<file path="src/rtl/ras_ctrl.sv">
// ras_ctrl: return-address-stack controller for a RISC-V fetch stage.
// Infers calls/returns from JAL/JALR link-register usage, predicts return
// targets from a circular stack, and checkpoints the stack top at every
// conditional branch so a mispredict can roll the stack back.

module ras_ctrl #(
  parameter int RAS_DEPTH  = 8,
  parameter int CKPT_DEPTH = 4
) (
  input  logic        clk,
  input  logic        rst,
  input  logic        fetch_valid,
  input  logic [31:0] fetch_pc,
  input  logic [31:0] fetch_instr,
  output logic        fetch_ready,
  output logic        pred_valid,
  output logic [31:0] pred_target,
  input  logic        br_resolve,
  input  logic        br_mispred,
  input  logic        flush,
  output logic        ckpt_full,
  output logic        ras_empty
);

  localparam int PW = $clog2(RAS_DEPTH);
  localparam int CW = $clog2(CKPT_DEPTH);

  localparam logic [6:0] OP_JAL    = 7'b1101111;
  localparam logic [6:0] OP_JALR   = 7'b1100111;
  localparam logic [6:0] OP_BRANCH = 7'b1100011;

  typedef enum logic [1:0] {
    ACT_NONE,
    ACT_PUSH,
    ACT_POP,
    ACT_POPPUSH
  } ras_act_e;

  typedef struct packed {
    logic [PW-1:0] tp;
    logic [PW:0]   occ;
    logic [31:0]   val;
  } ckpt_t;

  // Storage arrays: deliberately not reset, occupancy decides what is live.
  logic [31:0] stack_mem [RAS_DEPTH];
  ckpt_t       ckpt_mem  [CKPT_DEPTH];

  logic [PW-1:0] top_q, top_d;
  logic [PW:0]   occ_q, occ_d;
  logic [CW-1:0] rd_ptr_q, rd_ptr_d;
  logic [CW-1:0] wr_ptr_q, wr_ptr_d;
  logic [CW:0]   ck_cnt_q, ck_cnt_d;

  logic [6:0]  opcode;
  logic [4:0]  rd_idx;
  logic [4:0]  rs1_idx;
  logic        rd_link;
  logic        rs1_link;
  ras_act_e    act;
  logic        is_branch;
  logic        accept;
  logic        enqueue;
  logic        ck_nonempty;
  logic        resolve_ok;
  logic        restore;
  logic [31:0] top_val;
  logic [31:0] link_addr;
  ckpt_t       ckpt_head;
  ckpt_t       ckpt_new;

  logic          stack_we;
  logic [PW-1:0] stack_widx;
  logic [31:0]   stack_wdata;

  logic unused_instr_bits;

  assign opcode   = fetch_instr[6:0];
  assign rd_idx   = fetch_instr[11:7];
  assign rs1_idx  = fetch_instr[19:15];
  assign rd_link  = (rd_idx == 5'd1) || (rd_idx == 5'd5);
  assign rs1_link = (rs1_idx == 5'd1) || (rs1_idx == 5'd5);

  assign unused_instr_bits = ^{fetch_instr[31:20], fetch_instr[14:12]};

  assign ras_empty   = (occ_q == '0);
  assign ckpt_full   = (ck_cnt_q == (CW+1)'(CKPT_DEPTH));
  assign fetch_ready = !ckpt_full && !flush && !(br_resolve && br_mispred);
  assign accept      = fetch_valid && fetch_ready;
  assign enqueue     = accept && is_branch;

  assign top_val   = stack_mem[top_q];
  assign link_addr = fetch_pc + 32'd4;
  assign ckpt_head = ckpt_mem[rd_ptr_q];

  assign ck_nonempty = (ck_cnt_q != '0);
  assign resolve_ok  = br_resolve && !br_mispred && ck_nonempty && !flush;
  assign restore     = br_resolve && br_mispred && ck_nonempty && !flush;

  assign ckpt_new.tp  = top_q;
  assign ckpt_new.occ = occ_q;
  assign ckpt_new.val = top_val;

  // Classify the fetched instruction into a stack action from link-register usage.
  always_comb begin
    act       = ACT_NONE;
    is_branch = 1'b0;
    if (opcode == OP_JAL) begin
      if (rd_link) act = ACT_PUSH;
    end else if (opcode == OP_JALR) begin
      case ({rd_link, rs1_link})
        2'b10:   act = ACT_PUSH;
        2'b01:   act = ACT_POP;
        2'b11:   act = (rd_idx == rs1_idx) ? ACT_PUSH : ACT_POPPUSH;
        default: act = ACT_NONE;
      endcase
    end else if (opcode == OP_BRANCH) begin
      is_branch = 1'b1;
    end
  end

  // Return prediction: the current top entry whenever an accepted return finds a live entry.
  always_comb begin
    pred_valid  = 1'b0;
    pred_target = 32'd0;
    if (accept && ((act == ACT_POP) || (act == ACT_POPPUSH)) && !ras_empty) begin
      pred_valid  = 1'b1;
      pred_target = top_val;
    end
  end

  // Next-state: flush beats mispredict rollback, which beats normal fetch/resolve traffic.
  always_comb begin
    top_d       = top_q;
    occ_d       = occ_q;
    rd_ptr_d    = rd_ptr_q;
    wr_ptr_d    = wr_ptr_q;
    ck_cnt_d    = ck_cnt_q;
    stack_we    = 1'b0;
    stack_widx  = top_q;
    stack_wdata = link_addr;

    if (flush) begin
      rd_ptr_d = '0;
      wr_ptr_d = '0;
      ck_cnt_d = '0;
    end else if (restore) begin
      top_d       = ckpt_head.tp;
      occ_d       = ckpt_head.occ;
      stack_we    = 1'b1;
      stack_widx  = ckpt_head.tp;
      stack_wdata = ckpt_head.val;
      rd_ptr_d    = '0;
      wr_ptr_d    = '0;
      ck_cnt_d    = '0;
    end else begin
      if (accept) begin
        case (act)
          ACT_PUSH: begin
            top_d      = top_q + PW'(1);
            stack_we   = 1'b1;
            stack_widx = top_q + PW'(1);
            if (occ_q != (PW+1)'(RAS_DEPTH)) occ_d = occ_q + (PW+1)'(1);
          end
          ACT_POP: begin
            if (!ras_empty) begin
              top_d = top_q - PW'(1);
              occ_d = occ_q - (PW+1)'(1);
            end
          end
          ACT_POPPUSH: begin
            stack_we   = 1'b1;
            stack_widx = top_q;
            if (ras_empty) occ_d = (PW+1)'(1);
          end
          default: begin
          end
        endcase
      end
      if (enqueue)    wr_ptr_d = wr_ptr_q + CW'(1);
      if (resolve_ok) rd_ptr_d = rd_ptr_q + CW'(1);
      case ({enqueue, resolve_ok})
        2'b10:   ck_cnt_d = ck_cnt_q + (CW+1)'(1);
        2'b01:   ck_cnt_d = ck_cnt_q - (CW+1)'(1);
        default: ck_cnt_d = ck_cnt_q;
      endcase
    end
  end

  // Pointer and occupancy registers, cleared asynchronously by reset.
  always_ff @(posedge clk or negedge rst) begin
    if (!rst) begin
      top_q    <= '0;
      occ_q    <= '0;
      rd_ptr_q <= '0;
      wr_ptr_q <= '0;
      ck_cnt_q <= '0;
    end else begin
      top_q    <= top_d;
      occ_q    <= occ_d;
      rd_ptr_q <= rd_ptr_d;
      wr_ptr_q <= wr_ptr_d;
      ck_cnt_q <= ck_cnt_d;
    end
  end

  // Stack entry writes: pushes, in-place overwrites, and rollback of the top entry.
  always_ff @(posedge clk) begin
    if (stack_we) stack_mem[stack_widx] <= stack_wdata;
  end

  // Checkpoint capture of the pre-update stack top for each accepted branch.
  always_ff @(posedge clk) begin
    if (enqueue) ckpt_mem[wr_ptr_q] <= ckpt_new;
  end

endmodule

</file>
<file path="config.mk">
export PLATFORM = sky130hd
export DESIGN_NAME = ras_ctrl
export DESIGN_NICKNAME = d
export VERILOG_FILES = /design/src/rtl/ras_ctrl.sv
export SDC_FILE = /design/constraint.sdc
export NUM_CORES = 1
export LEC_CHECK = 0
export BUFFER_PORTS_ARGS = -buffer_cell sky130_fd_sc_hd__buf_4
export CORE_MARGIN = 2
export CORE_UTILIZATION = 40
export DETAILED_ROUTE_END_ITERATION = 16
export GPL_ROUTABILITY_DRIVEN = 1
export HOLD_SLACK_MARGIN = 0.06
export RECOVER_POWER = 100
export SKIP_CTS_REPAIR_TIMING = 1
export SYNTH_ARGS = -nofsm -noshare
export SYNTH_HDL_FRONTEND = slang
export SYNTH_SLANG_ARGS = --single-unit
</file>
<file path="constraint.sdc">
create_clock -name clk -period 10.9 [get_ports clk]
set_clock_uncertainty 0.2 [all_clocks]
set_input_delay 0.545 -clock clk [delete_from_list [all_inputs] [get_ports clk]]
set_output_delay 0.545 -clock clk [all_outputs]
set_load 0.03 [all_outputs]
</file>
==> results of run 1 <==
critical path, delay by kind of cell, from the launching register on:
| kind | cells | cell delay [ns] |
|---|---|---|
| buf+inv | 2 | 3.60 |
| simple gates | 1 | 1.19 |
| compound gates | 1 | 1.05 |
| flops | 1 | 0.37 |
| mux | 1 | 0.28 |
synth_stat cells (all sizes together), types with 2 or more instances:
cell / n
a211oi: 2
a21oi: 10
a31oi: 2
a41oi: 2
and2: 41
and3: 8
and4: 4
buf: 20
clkbuf: 25
dfrtp: 14
edfxtp: 412
fa: 2
ha: 10
inv: 12
mux2: 2
mux2i: 8
mux4: 103
nand2: 151
nand3: 16
nand4: 5
nor2: 26
nor2b: 6
nor3: 5
nor4: 4
nor4b: 2
o2111ai: 2
o21ai: 35
o31ai: 2
or3: 5
or3b: 2
xnor2: 22
xor2: 17
power by group:
group / internal, W / switching (W)
combinational: 0.0000315 / 0.0000485
clock: 0.000955 / 0.000604
sequential: 0.00179 / 0.00000155
worst max path at each step:
stage | to | depth (start not counted) | slack [ns]
4_1_cts | stack_mem[2][14] | 7 | 6.56
6_report | stack_mem[7][13] | 5 | 3.83
3_5_place_dp | stack_mem[2][25] | 7 | 6.57
3_3_place_gp | stack_mem[2][20] | 7 | 6.59
2_1_floorplan | stack_mem[4][0] | 6 | 6.87
5_1_grt | stack_mem[0][11] | 8 | 3.21
metrics by stage:
step | std cells | hold WS [ns]
after global routing | 1728 | 0.2346
after CTS | 1727 | -0.3609
after floorplan | 990 | 0.04941
final | 1728 | 0.1978
after global placement | 1648 | 0.2197
after detailed placement | 1648 | 0.2213
sequential cells by signal, indices dropped and copies added (netlist names):
register   count
occ_q          4
stack_mem    256
ckpt_mem     156
ck_cnt_q       3
rd_ptr_q       2
wr_ptr_q       2
top_q          3
layout make-up:
cell class	count	area [sq um]
well taps	592	740.7
clock inverters	23	300.3
clock buffers	56	1219
flip-flops and latches	426	12720
inverters	12	45.04
fillers	3783	23410
repair buffers	112	749.5
multi-input cells	507	4742
per-layer routing:
layer / GRT usage (%) / share of wire (%)
met3: 2.738 / 4.8
met4: 3.657 / 1.6
met2: 27.86 / 49
met5: 0 / 0
met1: 23.39 / 45
cell families (layout without fill, tap and decap cells):
kind of cell | after synthesis | in the layout | synth area share (%)
mux | 113 | 113 | 13.72
buf+inv | 57 | 203 | 1.287
xor+xnor | 39 | 39 | 1.931
fa+ha+maj | 12 | 12 | 0.9338
flops | 426 | 426 | 71.93
simple gates | 278 | 278 | 7.824
compound gates | 65 | 65 | 2.377
==> results.py, run 1 <==
metrics = {
    "floorplanning": {
        "coreArea_sq_mm": 0.04393,
        "io_pins": 106,
        "die_w_um": 214.3,
        "fp.dieH_um": 214.3,
        "die_area_sq_mm": 0.04592,
        "rows": 77,
        "start_util_pct": 40.26,
    },
    "worst_setup_path": {
        "timing.rr.end": "stack_mem[7][13]",
        "reg2reg_depth": 5,
        "r2r-start": "top_q[1]",
        "path_class": "flip-flop to flip-flop",
        "cp.arrival_ns": 7.06,
        "crit_path_start_kind": "flip-flop",
        "cp-end-kind": "flip-flop",
        "startpoint": "top_q[1]",
        "critPathMaxFanout": 70,
        "r2r_setup_slack_ns": 3.83,
        "crit_slowest_cell": "clkbuf_1",
        "cp.required_ns": 10.90,
        "max_stage_delay_ns": 3.05,
        "crit_chain": "clkbuf_1 > mux2i_1 > o221ai_1 > nor2b_1 > buf_4",
    },
    "route": {
        "drt_pass1_iterations": 7,
        "dr.first_iter.drc_count": 678,
        "drtAntennaViolNets": 0,
        "wire_per_inst_um": 22.02,
        "vias": 9036,
        "vias_per_cell": 5.229,
        "drc": 0,
        "finalWirelength_um": 38050,
    },
    "sta": {
        "period_share_pct": 64.83,
        "slew_violations": 444,
        "worst_slew_pin_slew_ns": 4.361,
        "fmax_mhz": 141.5,
        "rsz0062_at_grt": "false",
        "finalHoldViolations": 0,
        "min_period_ns": 7.066,
        "slew_headroom_pct": -190.7,
        "timing.final.ws_setup_ns": 3.834,
        "finalSetupViolCount": 0,
        "final.setup.tns_ns": 0,
    },
    "grt": {
        "gr-usage-all-layers_pct": 16.74,
        "grt_max_degree": 71,
        "grt_pass1_vias": 9408,
        "grt_first_pass_wirelength_um": 58070,
        "grt_overflow": 0,
        "grt_antenna_before_repair": 1,
    },
    "place": {
        "placed_cell_area_sq_mm": 0.01914,
        "gp_congestion": 0.7326,
        "dp_hpwl_um": 21320,
        "numPortBuffers": 90,
        "pre_cts_slack_ns": 6.569,
    },
    "hold_path": {
        "holdCritStartpoint": "br_mispred",
        "hp-class": "primary input to flip-flop",
        "min_to": "rd_ptr_q[0]",
        "whs_path_depth": 4,
    },
    "layout": {
        "final_common_cell": "edfxtp_1",
        "area_delta_synth_final_pct": 16.02,
        "fin_area_sq_mm": 0.02052,
        "final_nets": 1186,
        "layout-drive-gt1-share_pct": 24.30,
        "final_cell_mix": "412 x edfxtp_1, 150 x nand2_1, 103 x mux4_2, 86 x buf_4, 46 x clkbuf_16",
        "diodes": 0,
        "fin_util_pct": 46.71,
    },
    "yosys": {
        "synth_area_leaders": "edfxtp_1 70%, mux4_2 13%, nand2_1 3.2%",
        "yosys_warnings": 0,
        "synth_cells": 990,
        "synth_cell_types": 57,
        "ys.flop_type": "edfxtp_1",
        "ys_seq_area_share_pct": 71.93,
        "synth.avg_cell_area_sq_um": 17.87,
        "synth_seq_cells": 426,
        "synthArstFlopShare_pct": 3.286,
        "syn_area_sq_mm": 0.01769,
        "synth_edf_count": 412,
        "syn_nets": 1072,
        "synth.top_cell.area_share_pct": 69.95,
        "synth_top_area_cell": "edfxtp_1",
    },
    "clocking": {
        "cts-buffers-inserted": 45,
        "worstSkewPairLatency_ns": 0.54,
        "ctsHtreeMaxLevel": 2,
        "cts_sinks": 426,
        "clk_path_buf_depth": 3,
        "root_buffer": "clkbuf_16",
        "clk_pin_slew_ns": 0.06,
        "cts_tree": "built",
    },
    "power": {
        "power_w": 0.003434,
        "powerDensity_mw_per_mm2": 167.3,
        "p_leak_nw": 6.693,
        "ir_drop_mv": 0.09603,
    },
    "run_status": {
        "status": "complete, but fails checks",
        "failed_checks": "max-capacitance violations, max-slew violations",
    },
    "job": {
        "cap_violations": 13,
    },
}
Note: power is estimated with default switching activity, not from simulation.
==> run 2, diff against run 1 <==
- clock period: 10.9 -> 7.2 ns (I/O delays scaled with it)
==> run 2 against run 1 <==
The flow still finishes with violations (max-capacitance violations, max-slew violations). Register-to-register slack worse by 1.7 ns. Sequential cell count unchanged. Sequential share of layout area up 0.25 points. Power up 45%. Critical path depth up 2. Routed wire length up 0.15%. Non-clock buffer count up 1. Global-route usage up 0.11 points. Clock power up 38%. Critical endpoint is now ckpt_mem[1][31].
==> results.py, run 2 (same netlist as run 1, synthesis figures left out) <==
metrics = {
    "run_status": {
        "status": "complete, but fails checks",
        "failed_checks": "max-capacitance violations, max-slew violations",
    },
    "place": {
        "dp_hpwl_um": 20770,
        "pre_cts_slack_ns": 3.273,
        "gp_congestion": 0.7347,
        "numPortBuffers": 90,
    },
    "route": {
        "dr.first_iter.drc_count": 678,
        "vias": 9131,
        "drtAntennaViolNets": 0,
        "wire_per_inst_um": 21.99,
        "drc": 0,
        "drt_pass1_iterations": 5,
        "finalWirelength_um": 38110,
        "vias_per_cell": 5.269,
    },
    "grt": {
        "grt_overflow": 0,
        "grt_pass1_vias": 9686,
        "grt_antenna_before_repair": 0,
        "grt_first_pass_wirelength_um": 58630,
        "gr-usage-all-layers_pct": 16.85,
        "grt_max_degree": 71,
    },
    "clocking": {
        "ctsHtreeMaxLevel": 2,
        "cts_tree": "built",
        "root_buffer": "clkbuf_16",
        "worstSkewPairLatency_ns": 0.55,
        "clk_pin_slew_ns": 0.06,
        "cts_sinks": 426,
        "cts-buffers-inserted": 46,
        "clk_path_buf_depth": 3,
    },
    "sta": {
        "finalSetupViolCount": 0,
        "timing.hold.ws_ns": 0.05257,
        "min_period_ns": 5.175,
        "fmax_mhz": 193.2,
        "timing.final.ws_setup_ns": 2.025,
        "final.setup.tns_ns": 0,
        "slew_headroom_pct": -103.0,
        "period_share_pct": 71.87,
        "finalHoldViolations": 0,
        "worst_slew_pin_slew_ns": 3.045,
        "rsz0062_at_grt": "false",
        "slew_violations": 182,
    },
    "floorplanning": {
        "start_util_pct": 40.26,
        "die_w_um": 214.3,
        "fp.dieH_um": 214.3,
        "io_pins": 106,
        "coreArea_sq_mm": 0.04393,
        "rows": 77,
        "die_area_sq_mm": 0.04592,
    },
    "hold_path": {
        "hp-class": "primary input to flip-flop",
        "holdCritStartpoint": "fetch_valid",
    },
    "layout": {
        "diodes": 0,
        "area_delta_synth_final_pct": 15.58,
        "regMostFlops": "stack_mem",
        "final_nets": 1188,
        "final_cell_mix": "412 x edfxtp_1, 150 x nand2_1, 103 x mux4_2, 95 x buf_4, 47 x clkbuf_16",
        "largest_reg_flops": 256,
        "fin_util_pct": 46.53,
        "top_regs": "stack_mem x256, ckpt_mem x156, occ_q x4",
        "final_common_cell": "edfxtp_1",
        "layout-drive-gt1-share_pct": 24.80,
    },
    "worst_setup_path": {
        "r2r-start": "ck_cnt_q[2]",
        "cp-end-kind": "flip-flop",
        "crit_path_start_kind": "primary input",
        "cp.required_ns": 7.09,
        "max_stage_delay_ns": 2.14,
        "critPathMaxFanout": 39,
        "crit_chain": "dlygate4sd3_1 > clkbuf_1 > a21oi_1 > nand3_1 > nor4_1 > and2_2 > clkbuf_1",
        "path_buf_inv": 3,
        "crit_slowest_cell": "clkbuf_1",
        "cp_common_cell": "clkbuf_1",
        "startpoint": "br_mispred",
        "cp.arrival_ns": 5.07,
        "path_class": "primary input to flip-flop",
        "cp_top_family": "buffers and inverters",
    },
    "power": {
        "power.switching_w": 0.0009964,
        "powerDensity_mw_per_mm2": 244.2,
        "pwr-share-seq_pct": 54.4,
        "pwr-share-clk_pct": 43.2,
        "combPwrFrac_pct": 2.4,
        "p_leak_nw": 6.661,
        "swShare_pct": 19.96,
        "power.internal_w": 0.003995,
        "ir_drop_mv": 0.1467,
    },
    "job": {
        "cap_violations": 6,
    },
}
run 2: worst reg2reg max path, delay by kind of cell, from the launching register on:
kind | cells | cell delay [ns]
simple gates | 4 | 1.81
buf+inv | 1 | 2.14
flops | 1 | 0.42
run 2: final timing paths:
check,end,slack (ns),cells after the start
setup / recovery,ckpt_mem[1][31],2.03,7
hold / removal,occ_q[0],0.05,4
setup reg to reg,ckpt_mem[1][31],2.11,5
hold reg to reg,wr_ptr_q[1],0.40,2
max in group asynchronous,top_q[1],5.46,3
min in group asynchronous,ck_cnt_q[2],0.79,3
run 2: area by class of cell:
class	count	area (sq um)
Inverter	12	45.04
Fill cell	3843	23490
Clock inverter	23	150.1
Clock buffer	60	1225
Tap cell	592	740.7
Sequential cell	426	12730
Timing Repair Buffer	113	809.5
Multi-Input combinational cell	507	4746
run 2: through the flow:
stage,power [W],cell area [sq um],instances
after floorplan,0.002826,17690,990
after global placement,0.002886,19130,1646
after detailed placement,0.002889,19130,1646
after CTS,0.005044,20500,1729
after global routing,0.005150,20440,1733
final,0.004991,20440,1733
run 2: power by group through the flow:
stage               sequential [W]  clock (W)  combinational (W)
detailed placement         0.00277          0           0.000122
finish                     0.00272    0.00216           0.000121
global route               0.00271    0.00230           0.000134
floorplan                  0.00277          0          0.0000608
CTS                        0.00272    0.00221           0.000122
global placement           0.00277          0           0.000119
run 2: per-layer routing:
layer	vias to the layer above	global-route usage, %	part of all wire (%)
li1	4110	-	-
met5	-	0	0
met2	193	28.26	49
met3	57	3.021	4.2
met1	4771	22.70	44
met4	0	4.745	2.2
